`src/rtl/bcd_pkg.sv`:
```
`default_nettype none
// ============================================================================
//  Module      : bcd_pkg
//  Description : Shared definitions for the BCD blocks. It holds the digit
//                width, the double-dabble correction constants, the converter
//                FSM state type, and a helper that returns the number of
//                decimal digits needed to represent any BIN_W-bit value.
//  Revision    : 1.0 - initial release
// ============================================================================
package bcd_pkg;

    localparam int         BCD_DIGIT_W    = 4;
    localparam logic [3:0] BCD_ADJ_THRESH = 4'd5;
    localparam logic [3:0] BCD_ADJ        = 4'd3;

    typedef enum logic [1:0] {
        IDLE  = 2'd0,
        SHIFT = 2'd1,
        DONE  = 2'd2
    } bcd_state_t;

    // Number of decimal digits in 2**bin_w - 1. The result is at least 1.
    function automatic int bcd_digits_for(input int bin_w);
        longint unsigned v;
        int              n;
        v = (64'd1 << bin_w) - 64'd1;
        n = 0;
        for (int i = 0; i < 20; i++) begin
            if (v != 64'd0) begin
                n = n + 1;
                v = v / 64'd10;
            end
        end
        return (n == 0) ? 1 : n;
    endfunction

endpackage
`default_nettype wire

```
`src/rtl/bcd_dabble_digit.sv`:
```
`default_nettype none
// ============================================================================
//  Module      : bcd_dabble_digit
//  Description : Combinational double-dabble correction for one BCD digit.
//                Adds 3 when the digit is 5 or more, so that the following
//                left shift carries correctly into the next decimal digit.
//  Ports       : digit_in  [3:0] - BCD digit before correction
//                digit_out [3:0] - corrected digit
//  Revision    : 1.0 - initial release
// ============================================================================
module bcd_dabble_digit
    import bcd_pkg::*;
(
    input  logic [BCD_DIGIT_W-1:0] digit_in,
    output logic [BCD_DIGIT_W-1:0] digit_out
);

    always_comb begin
        digit_out = digit_in;
        if (digit_in >= BCD_ADJ_THRESH) begin
            digit_out = digit_in + BCD_ADJ;
        end
    end

endmodule
`default_nettype wire

```
`src/rtl/bin2bcd_seq.sv`:
```
`default_nettype none
// ============================================================================
//  Module      : bin2bcd_seq
//  Description : Iterative binary-to-BCD converter that uses the shift-and-
//                add-3 (double dabble) method. It performs one iteration per
//                clock and has valid/ready handshakes on the input and output.
//  Macro       : BIN2BCD_SIGNED_EN - when defined, bin_in is two's complement.
//                The magnitude is converted and sign_out reports the sign.
//  Ports       : clk, rst                - clock, synchronous active-high reset
//                in_valid/in_ready       - input handshake
//                bin_in    [BIN_W-1:0]   - binary operand
//                out_valid/out_ready     - output handshake
//                bcd_out   [4*DIGITS-1:0]- packed BCD, units digit in [3:0]
//                overflow                - value exceeds 10**DIGITS-1
//                sign_out                - sign of operand (signed build only)
//  Revision    : 1.0 - initial release
// ============================================================================
module bin2bcd_seq
    import bcd_pkg::*;
#(
    parameter int BIN_W  = 8,
    parameter int DIGITS = 3
) (
    input  logic                          clk,
    input  logic                          rst,
    input  logic                          in_valid,
    output logic                          in_ready,
    input  logic [BIN_W-1:0]              bin_in,
    output logic                          out_valid,
    input  logic                          out_ready,
    output logic [BCD_DIGIT_W*DIGITS-1:0] bcd_out,
    output logic                          overflow
`ifdef BIN2BCD_SIGNED_EN
    ,
    output logic                          sign_out
`endif
);

    localparam int c_CNT_W = $clog2(BIN_W + 1);
    localparam int c_BCD_W = BCD_DIGIT_W * DIGITS;
    // If DIGITS covers every BIN_W-bit value, the overflow logic is constant 0.
    localparam bit c_CAN_OVF = (DIGITS < bcd_digits_for(BIN_W));

    bcd_state_t         r_state;
    bcd_state_t         w_state_nxt;
    logic [BIN_W-1:0]   r_shreg;
    logic [c_BCD_W-1:0] r_digits;
    logic [c_BCD_W-1:0] w_adj;
    logic               r_ovf;
    logic [c_CNT_W-1:0] r_cnt;
    logic [BIN_W-1:0]   w_load;

`ifdef BIN2BCD_SIGNED_EN
    logic r_sign;

    // The largest magnitude, 2**(BIN_W-1), still fits in BIN_W unsigned bits.
    // Negating in BIN_W bits therefore gives the exact magnitude, including
    // for the most negative input.
    always_comb begin
        w_load = bin_in;
        if (bin_in[BIN_W-1]) begin
            w_load = ~bin_in + BIN_W'(1);
        end
    end

    assign sign_out = r_sign;
`else
    assign w_load = bin_in;
`endif

    // One add-3 correction per digit, applied before each shift.
    for (genvar gi = 0; gi < DIGITS; gi++) begin : g_digit
        bcd_dabble_digit u_digit (
            .digit_in  (r_digits[gi*BCD_DIGIT_W +: BCD_DIGIT_W]),
            .digit_out (w_adj[gi*BCD_DIGIT_W +: BCD_DIGIT_W])
        );
    end

    always_ff @(posedge clk) begin
        if (rst) begin
            r_state <= IDLE;
        end else begin
            r_state <= w_state_nxt;
        end
    end

    always_comb begin
        w_state_nxt = r_state;
        in_ready    = 1'b0;
        out_valid   = 1'b0;
        case (r_state)
            IDLE: begin
                in_ready = 1'b1;
                if (in_valid) begin
                    w_state_nxt = SHIFT;
                end
            end
            SHIFT: begin
                // The counter reaches zero after BIN_W shifts. The cycle that
                // sees zero then moves to DONE.
                if (r_cnt == '0) begin
                    w_state_nxt = DONE;
                end
            end
            DONE: begin
                out_valid = 1'b1;
                if (out_ready) begin
                    w_state_nxt = IDLE;
                end
            end
            default: w_state_nxt = IDLE;
        endcase
    end

    always_ff @(posedge clk) begin
        if (rst) begin
            r_shreg  <= '0;
            r_digits <= '0;
            r_ovf    <= 1'b0;
            r_cnt    <= '0;
`ifdef BIN2BCD_SIGNED_EN
            r_sign   <= 1'b0;
`endif
        end else begin
            case (r_state)
                IDLE: begin
                    if (in_valid) begin
                        r_shreg  <= w_load;
                        r_digits <= '0;
                        r_ovf    <= 1'b0;
                        r_cnt    <= c_CNT_W'(BIN_W);
`ifdef BIN2BCD_SIGNED_EN
                        r_sign   <= bin_in[BIN_W-1];
`endif
                    end
                end
                SHIFT: begin
                    if (r_cnt != '0) begin
                        // Shift {corrected digits, shreg} left by one. The bit
                        // that leaves the top digit is lost and marks overflow.
                        r_digits <= {w_adj[c_BCD_W-2:0], r_shreg[BIN_W-1]};
                        r_shreg  <= r_shreg << 1;
                        r_ovf    <= r_ovf | (c_CAN_OVF & w_adj[c_BCD_W-1]);
                        r_cnt    <= r_cnt - c_CNT_W'(1);
                    end
                end
                default: ;
            endcase
        end
    end

    assign bcd_out  = r_digits;
    assign overflow = r_ovf;

endmodule
`default_nettype wire
```
`config.mk`:
```
export PLATFORM = sky130hd
export DESIGN_NAME = bin2bcd_seq
export DESIGN_NICKNAME = d
export VERILOG_FILES = /design/src/rtl/bcd_pkg.sv /design/src/rtl/bcd_dabble_digit.sv /design/src/rtl/bin2bcd_seq.sv
export SDC_FILE = /design/constraint.sdc
export NUM_CORES = 1
export LEC_CHECK = 0
export ABC_AREA = 1
export BUFFER_PORTS_ARGS = -buffer_cell sky130_fd_sc_hd__buf_2
export CAP_MARGIN = 20
export CORE_MARGIN = 2
export CORE_UTILIZATION = 44
export DETAILED_ROUTE_END_ITERATION = 8
export PLACE_DENSITY = 0.7
export SLEW_MARGIN = 20
export SYNTH_ARGS = -nofsm -noshare
export SYNTH_HDL_FRONTEND = slang
export SYNTH_SLANG_ARGS = --single-unit
```
`constraint.sdc`:
```
create_clock -name clk -period 2.3 [get_ports clk]
set_input_delay 0 -clock clk [delete_from_list [all_inputs] [get_ports clk]]
set_output_delay 0 -clock clk [all_outputs]
set_load 0.03 [all_outputs]
```
==> results of run 1 <==
routing by layer:
layer | GRT usage, % | vias to the layer above | routed length, microns
met5 | 0 | - | 0
met4 | 4.167 | 0 | 24
met3 | 3.243 | 2 | 124
met2 | 29.65 | 27 | 1500
met1 | 22.09 | 624 | 1426
li1 | - | 736 | -
metrics by stage:
| stage | cells | power (uW) | area, sq um | worst slack (ns) | utilization (%) |
|---|---|---|---|---|---|
| 6_report | 282 | 983.4 | 1723 | 0.7862 | 51.63 |
| 5_1_grt | 282 | 1042 | 1723 | 0.6311 | 51.63 |
| 4_1_cts | 282 | 995.5 | 1723 | 0.7729 | 51.63 |
| 3_5_place_dp | 275 | 756.8 | 1657 | 0.8094 | 49.64 |
| 3_3_place_gp | 275 | 750.7 | 1657 | 0.8990 | 49.64 |
| 2_1_floorplan | 210 | 731.4 | 1533 | 0.8488 | - |
area by class of cell:
| class | instances | share of cell area [%] |
|---|---|---|
| clock buffer | 4 | 2.106 |
| sequential | 26 | 30.21 |
| inverter | 19 | 4.575 |
| timing repair buffer | 28 | 9.005 |
| tap | 46 | 3.341 |
| multi-input combinational | 159 | 50.76 |
kinds of logic after synthesis:
family / after synthesis / synth area share [%]
AND/OR/NAND/NOR: 121 / 38.86
AO/OA/AOI/OAI: 28 / 10.86
flip-flops: 26 / 33.96
buffers and inverters: 25 / 8.979
adder cells (fa/ha/maj): 8 / 6.531
XOR/XNOR: 1 / 0.5715
other: 1 / 0.2447
final timing paths:
kind,startpoint,endpoint,slack (ns),cells past startpoint
min,bin_in[6],r_shreg[6]$_SDFFE_PP0P_,0.01,5
max reg2reg,r_cnt[0]$_SDFFE_PP0P_,bcd_out[3]$_SDFFE_PP0P_,0.79,8
max,r_cnt[0]$_SDFFE_PP0P_,bcd_out[3]$_SDFFE_PP0P_,0.79,8
min reg2reg,r_shreg[0]$_SDFFE_PP0P_,r_shreg[0]$_SDFFE_PP0P_,0.48,2
state kept, by name, indices dropped and copies added (netlist names):
| register | flops |
|---|---|
| r_cnt | 4 |
| r_state | 2 |
| bcd_out | 12 |
| r_shreg | 8 |
where the power goes:
part | total (uW) | switching [uW] | internal (uW) | leakage [uW]
sequential | 505 | 23.1 | 482 | 0.000212
combinational | 245 | 164 | 80.3 | 0.000541
clock | 233 | 137 | 96.8 | 0.0000210
total | 983 | 324 | 659 | 0.000774
timing repair:
item                                   in CTS  in global routing
buffers inserted                            0                  0
endpoints found under the hold margin       2                  0
hold buffers                                3                  0
gates resized for setup                     0                  0
critical path, stage by stage (launching register included):
cell,delay (ns)
dfxtp_1,0.35
inv_1,0.11
ha_1,0.24
nand2_2,0.12
nand2_8,0.12
nand2_8,0.10
inv_4,0.19
nand2_1,0.08
a21oi_1,0.13
cells in the final DEF, fill, tap and decap left out, types with 2 or more instances in the layout:
master	instances
ha_1	8
a21oi_1	14
o21ai_1	3
a21oi_2	4
nand3_1	22
nand2_2	4
nor2_1	21
nor2_2	8
dlygate4sd3_1	3
inv_1	16
buf_2	25
o21ai_0	6
nand3b_1	3
nand2_1	50
nand2_8	2
clkbuf_4	3
nand4_1	6
dfxtp_1	26
==> summary.txt, run 1 <==
Area growth syn-to-layout - 12.41%
Vias - 1,389
Worst-Skew Late Latency - 0.32 ns
Crit-path max FO - 14
Fillers - 348
Max Clock Skew - 0.002085 ns
Final ANT Viol Nets - 0
Initial Util - 45.93%
Gpl congestion - 0.8241
Post-synth top cells - 50 x nand2_1, 26 x dfxtp_1, 22 x nand3_1
Vias per cell - 4.926
Top post-synthesis cells by area - dfxtp_1 34%, nand2_1 12%, nand3_1 7.2%
Net Count, Synth - 230
Site Rows - 21
Register Area - 520.5 sq um
DP HPWL - 2.215 mm
First-pass GRT wire length - 5.589 mm
Crit Path Category - register to register
Required time worst endpoint - 2.56 ns
Largest net degree at the start of global routing - 20
Power density over the cells - 570.8 mW/mm^2
Gate count after technology mapping - 210
Drt wl/cell - 10.91 microns
Max-slew violations - 0
Fmax - 0.6606 GHz
DRT Pass-1 Iters - 4
CP Launch Type - register
Cell with the most instances after synthesis - nand2_1
Port bufs - 25
I/O pin count - 27
Root Buffer Master - clkbuf_4
DRC - 0
Hold Slack - 0.01497 ns
CTS tree - yes
Initial antenna violation count - 0
Die X - 63.02 microns
Count of cell types in the netlist - 31
Ys async rst share - 0%
RSZ-0062 raised after global routing - false
Final Hold Vio Count - 0
Setup_tns - 0 ns
CTS Buffer Depth - 2
CTS sink count - 26
Tcrit/Tclk final - 65.82%
Cell taking the most area after synthesis - dfxtp_1
Total GRT Usage - 17.23%
Layout cells sized above 1 - 22.88%
Routed wire length - 3.076 mm
Setup-failing EPs final - 0
Synth top area share - 33.96%
EDFF count, synth - 0
CTS H-tree depth - 1
Total CTS buffers - 3
Syn_area_per_cell - 7.299 sq um
Die H - 63.02 microns
WP data arrival - 1.78 ns
Status - finished clean
Cell area after synthesis - 0.001533 sq mm
Vias in the first global route - 1,290
Endpoint class of the critical path - register
Global route overflow - 0
Leakage - 0.0007740 uW
Seq/Total Area, Yosys - 33.96%
Die ar. - 0.003972 sq mm
Min Tclk post-route - 1.514 ns
Hold crit path type - input pin to register
Synth Register Bits - 26
Antenna cell count - 0
# nets final - 257
1st-iter DRT viols - 107
Max cap viols - 0
CTS clk-pin slew, worst paths - 0.14 ns
Yosys warns - 0
Main flop type after synthesis - dfxtp_1
Max VDD drop - 0.0003896 V
Core Region - 0.003337 sq mm
Multi-input gate area - 874.6 sq um
Power figures use the tool's default switching activity.
==> run 2: changes to the inputs <==
--- a/config.mk
+++ b/config.mk
@@ -11,7 +11,7 @@
 export CORE_MARGIN = 2
 export CORE_UTILIZATION = 44
 export DETAILED_ROUTE_END_ITERATION = 8
-export PLACE_DENSITY = 0.7
+export PLACE_DENSITY = 0.73
 export SLEW_MARGIN = 20
 export SYNTH_ARGS = -nofsm -noshare
 export SYNTH_HDL_FRONTEND = slang
==> constraint.sdc (replaced) <==
create_clock -name clk -period 1.2 [get_ports clk]
set_input_delay 0 -clock clk [delete_from_list [all_inputs] [get_ports clk]]
set_output_delay 0 -clock clk [all_outputs]
set_load 0.03 [all_outputs]
==> run 2 against run 1 <==
The flow now finishes with violations (negative setup slack). Sequential power rose by 89%. Via count rose by 4.7%. Largest power group unchanged. Critical path depth did not move. Cell count rose by 7.1%. Register-to-register slack got worse by 0.83 ns. Non-clock buffer count rose by 19. First-iteration DRC count fell by 33%. Global-route usage rose by 0.56 points. Die area did not move.
==> summary.txt, run 2 (synthesis results as in run 1) <==
Global route overflow - 0
Vias in the first global route - 1,360
Commonest non-fill, non-tap cells in the layout - 45 x nand2_1, 25 x buf_2, 18 x nor2_1, 18 x nand3_1, 17 x dfxtp_1
Worst Path Buf+Inv - 2
Die X - 63.02 microns
Fmax - 0.8049 GHz
Total CTS buffers - 3
1st-iter DRT viols - 72
Tcrit/Tclk final - 103.5%
Max cap viols - 0
Initial Util - 45.93%
Required time worst endpoint - 1.46 ns
DRT Pass-1 Iters - 4
I/O pin count - 27
Total GRT Usage - 17.80%
CTS Buffer Depth - 2
Die H - 63.02 microns
Largest net degree at the start of global routing - 19
Crit Path Category - register to register
Cell at the slowest stage of the critical path - dfxtp_2
Min Tclk post-route - 1.242 ns
CTS sink count - 26
Drt wl/cell - 11.14 microns
Worst-Skew Late Latency - 0.31 ns
Final Worst Setup Slack - -0.04237 ns
Endpoint class of the critical path - register
CTS H-tree depth - 1
Crit-path max FO - 13
Leakage - 0.0009268 uW
Setup-failing EPs final - 7
Crit path top cell by count - nor2_1
Antenna cell count - 0
First-pass GRT wire length - 5.844 mm
Violated checks - negative setup slack
R2r endpoint - bcd_out[4]$_SDFFE_PP0P_
CP Depth - 8
Core Region - 0.003337 sq mm
Max FFs per register - 12
WP data arrival - 1.51 ns
Max Clock Skew - 0.009265 ns
Final ANT Viol Nets - 0
CTS clk-pin slew, worst paths - 0.14 ns
# nets final - 277
Worst R2R Path Depth - 8
CTS tree - yes
Hold Slack - 0.02633 ns
DP Worst Slack - -0.04653 ns
Critical path origin - r_cnt[0]$_SDFFE_PP0P_
Area growth syn-to-layout - 30.45%
Power density over the cells - 994.6 mW/mm^2
Worst Setup EP - bcd_out[4]$_SDFFE_PP0P_
Vias per cell - 4.815
Status - finished with violations
Gpl congestion - 0.8039
Total power - 1989 uW
Site Rows - 21
Die ar. - 0.003972 sq mm
Slowest stage delay, CP - 0.38 ns
Root Buffer Master - clkbuf_4
Cell family with most CP delay - flip-flops
Layout cells sized above 1 - 40.63%
Fin util - 59.92%
Initial antenna violation count - 0
DRC - 0
Final Hold Vio Count - 0
Port bufs - 25
DP HPWL - 2.299 mm
RSZ-0062 raised after global routing - true
Max-slew violations - 0
CP cell instances - inv_4, ha_4, a21oi_4, buf_12, nand2_2, nor2_2, nor2_1, nor2_1
Reg2reg start - r_cnt[0]$_SDFFE_PP0P_
R2R Setup Slk - -0.04 ns
Hold crit path type - input pin to register
Routed wire length - 3.363 mm
Most common cell after layout, fill and taps aside - nand2_1
Vias - 1,454
Max VDD drop - 0.0007729 V
CP Launch Type - register
==> run 2: cell types whose count changed in the layout (fill, tap and decap cells not counted), moves of 5 or more <==
cell,delta
inv_1,-9
dfxtp_4,+6
buf_4,+16
inv_2,+7
dfxtp_1,-9
nand2_1,-5
==> run 2: worst min path at each step <==
stage	from	end	slack, ns	cells past startpoint
2_1_floorplan	in_valid	r_shreg[0]$_SDFFE_PP0P_	0.18	2
3_3_place_gp	out_ready	r_state[1]$_SDFFE_PP0P_	0.30	4
3_5_place_dp	bin_in[0]	r_shreg[0]$_SDFFE_PP0P_	0.30	3
4_1_cts	bin_in[3]	r_shreg[3]$_SDFFE_PP0P_	0.01	5
5_1_grt	bin_in[6]	r_shreg[6]$_SDFFE_PP0P_	0.04	5
6_report	bin_in[3]	r_shreg[3]$_SDFFE_PP0P_	0.03	5
==> run 2: layer usage <==
metal	GRT usage, %	up-vias	share of wire (%)
met4	2.500	0	0.39
met1	21.95	646	46
met3	3.423	2	3.3
met5	0	-	0
met2	32.45	23	51
li1	-	783	-
==> run 2: what timing repair did <==
item | in CTS | in global routing
setup endpoints to repair | 20 | 24
hold buffers | 3 | 0
buffers inserted | 0 | 4
gates resized for setup | 9 | 12
pin swaps | 1 | 5
endpoints found under the hold margin | 2 | 0
gates cloned | 1 | 0
==> run 2: final cells by class <==
type	count	area [sq um]
fill	333	1338
multi-input combinational	160	958.4
sequential	26	546.8
timing repair buffer	47	321.6
inverter	19	88.84
tap	46	57.56
clock buffer	4	26.28
==> run 2: worst reg2reg max path: cells and delay by family, from the launching register on <==
kind	cells	cell delay, ns
flops	1	0.38
compound gates	1	0.17
buf+inv	2	0.20
fa+ha+maj	1	0.17
simple gates	4	0.28
==> run 2: power breakdown <==
part,internal (uW),switching [uW]
registers,913,41.0
clock network,130,245
logic,280,380
total,1320,666
==> run 2: stage by stage <==
| step | instances | TNS [ns] | area, sq um |
|---|---|---|---|
| 2_1_floorplan | 210 | -0.1488 | 1600 |
| 3_3_place_gp | 290 | -0.006119 | 1849 |
| 3_5_place_dp | 290 | -0.3134 | 1849 |
| 4_1_cts | 298 | -0.04637 | 1943 |
| 5_1_grt | 302 | -1.490 | 1999 |
| 6_report | 302 | -0.1070 | 1999 |
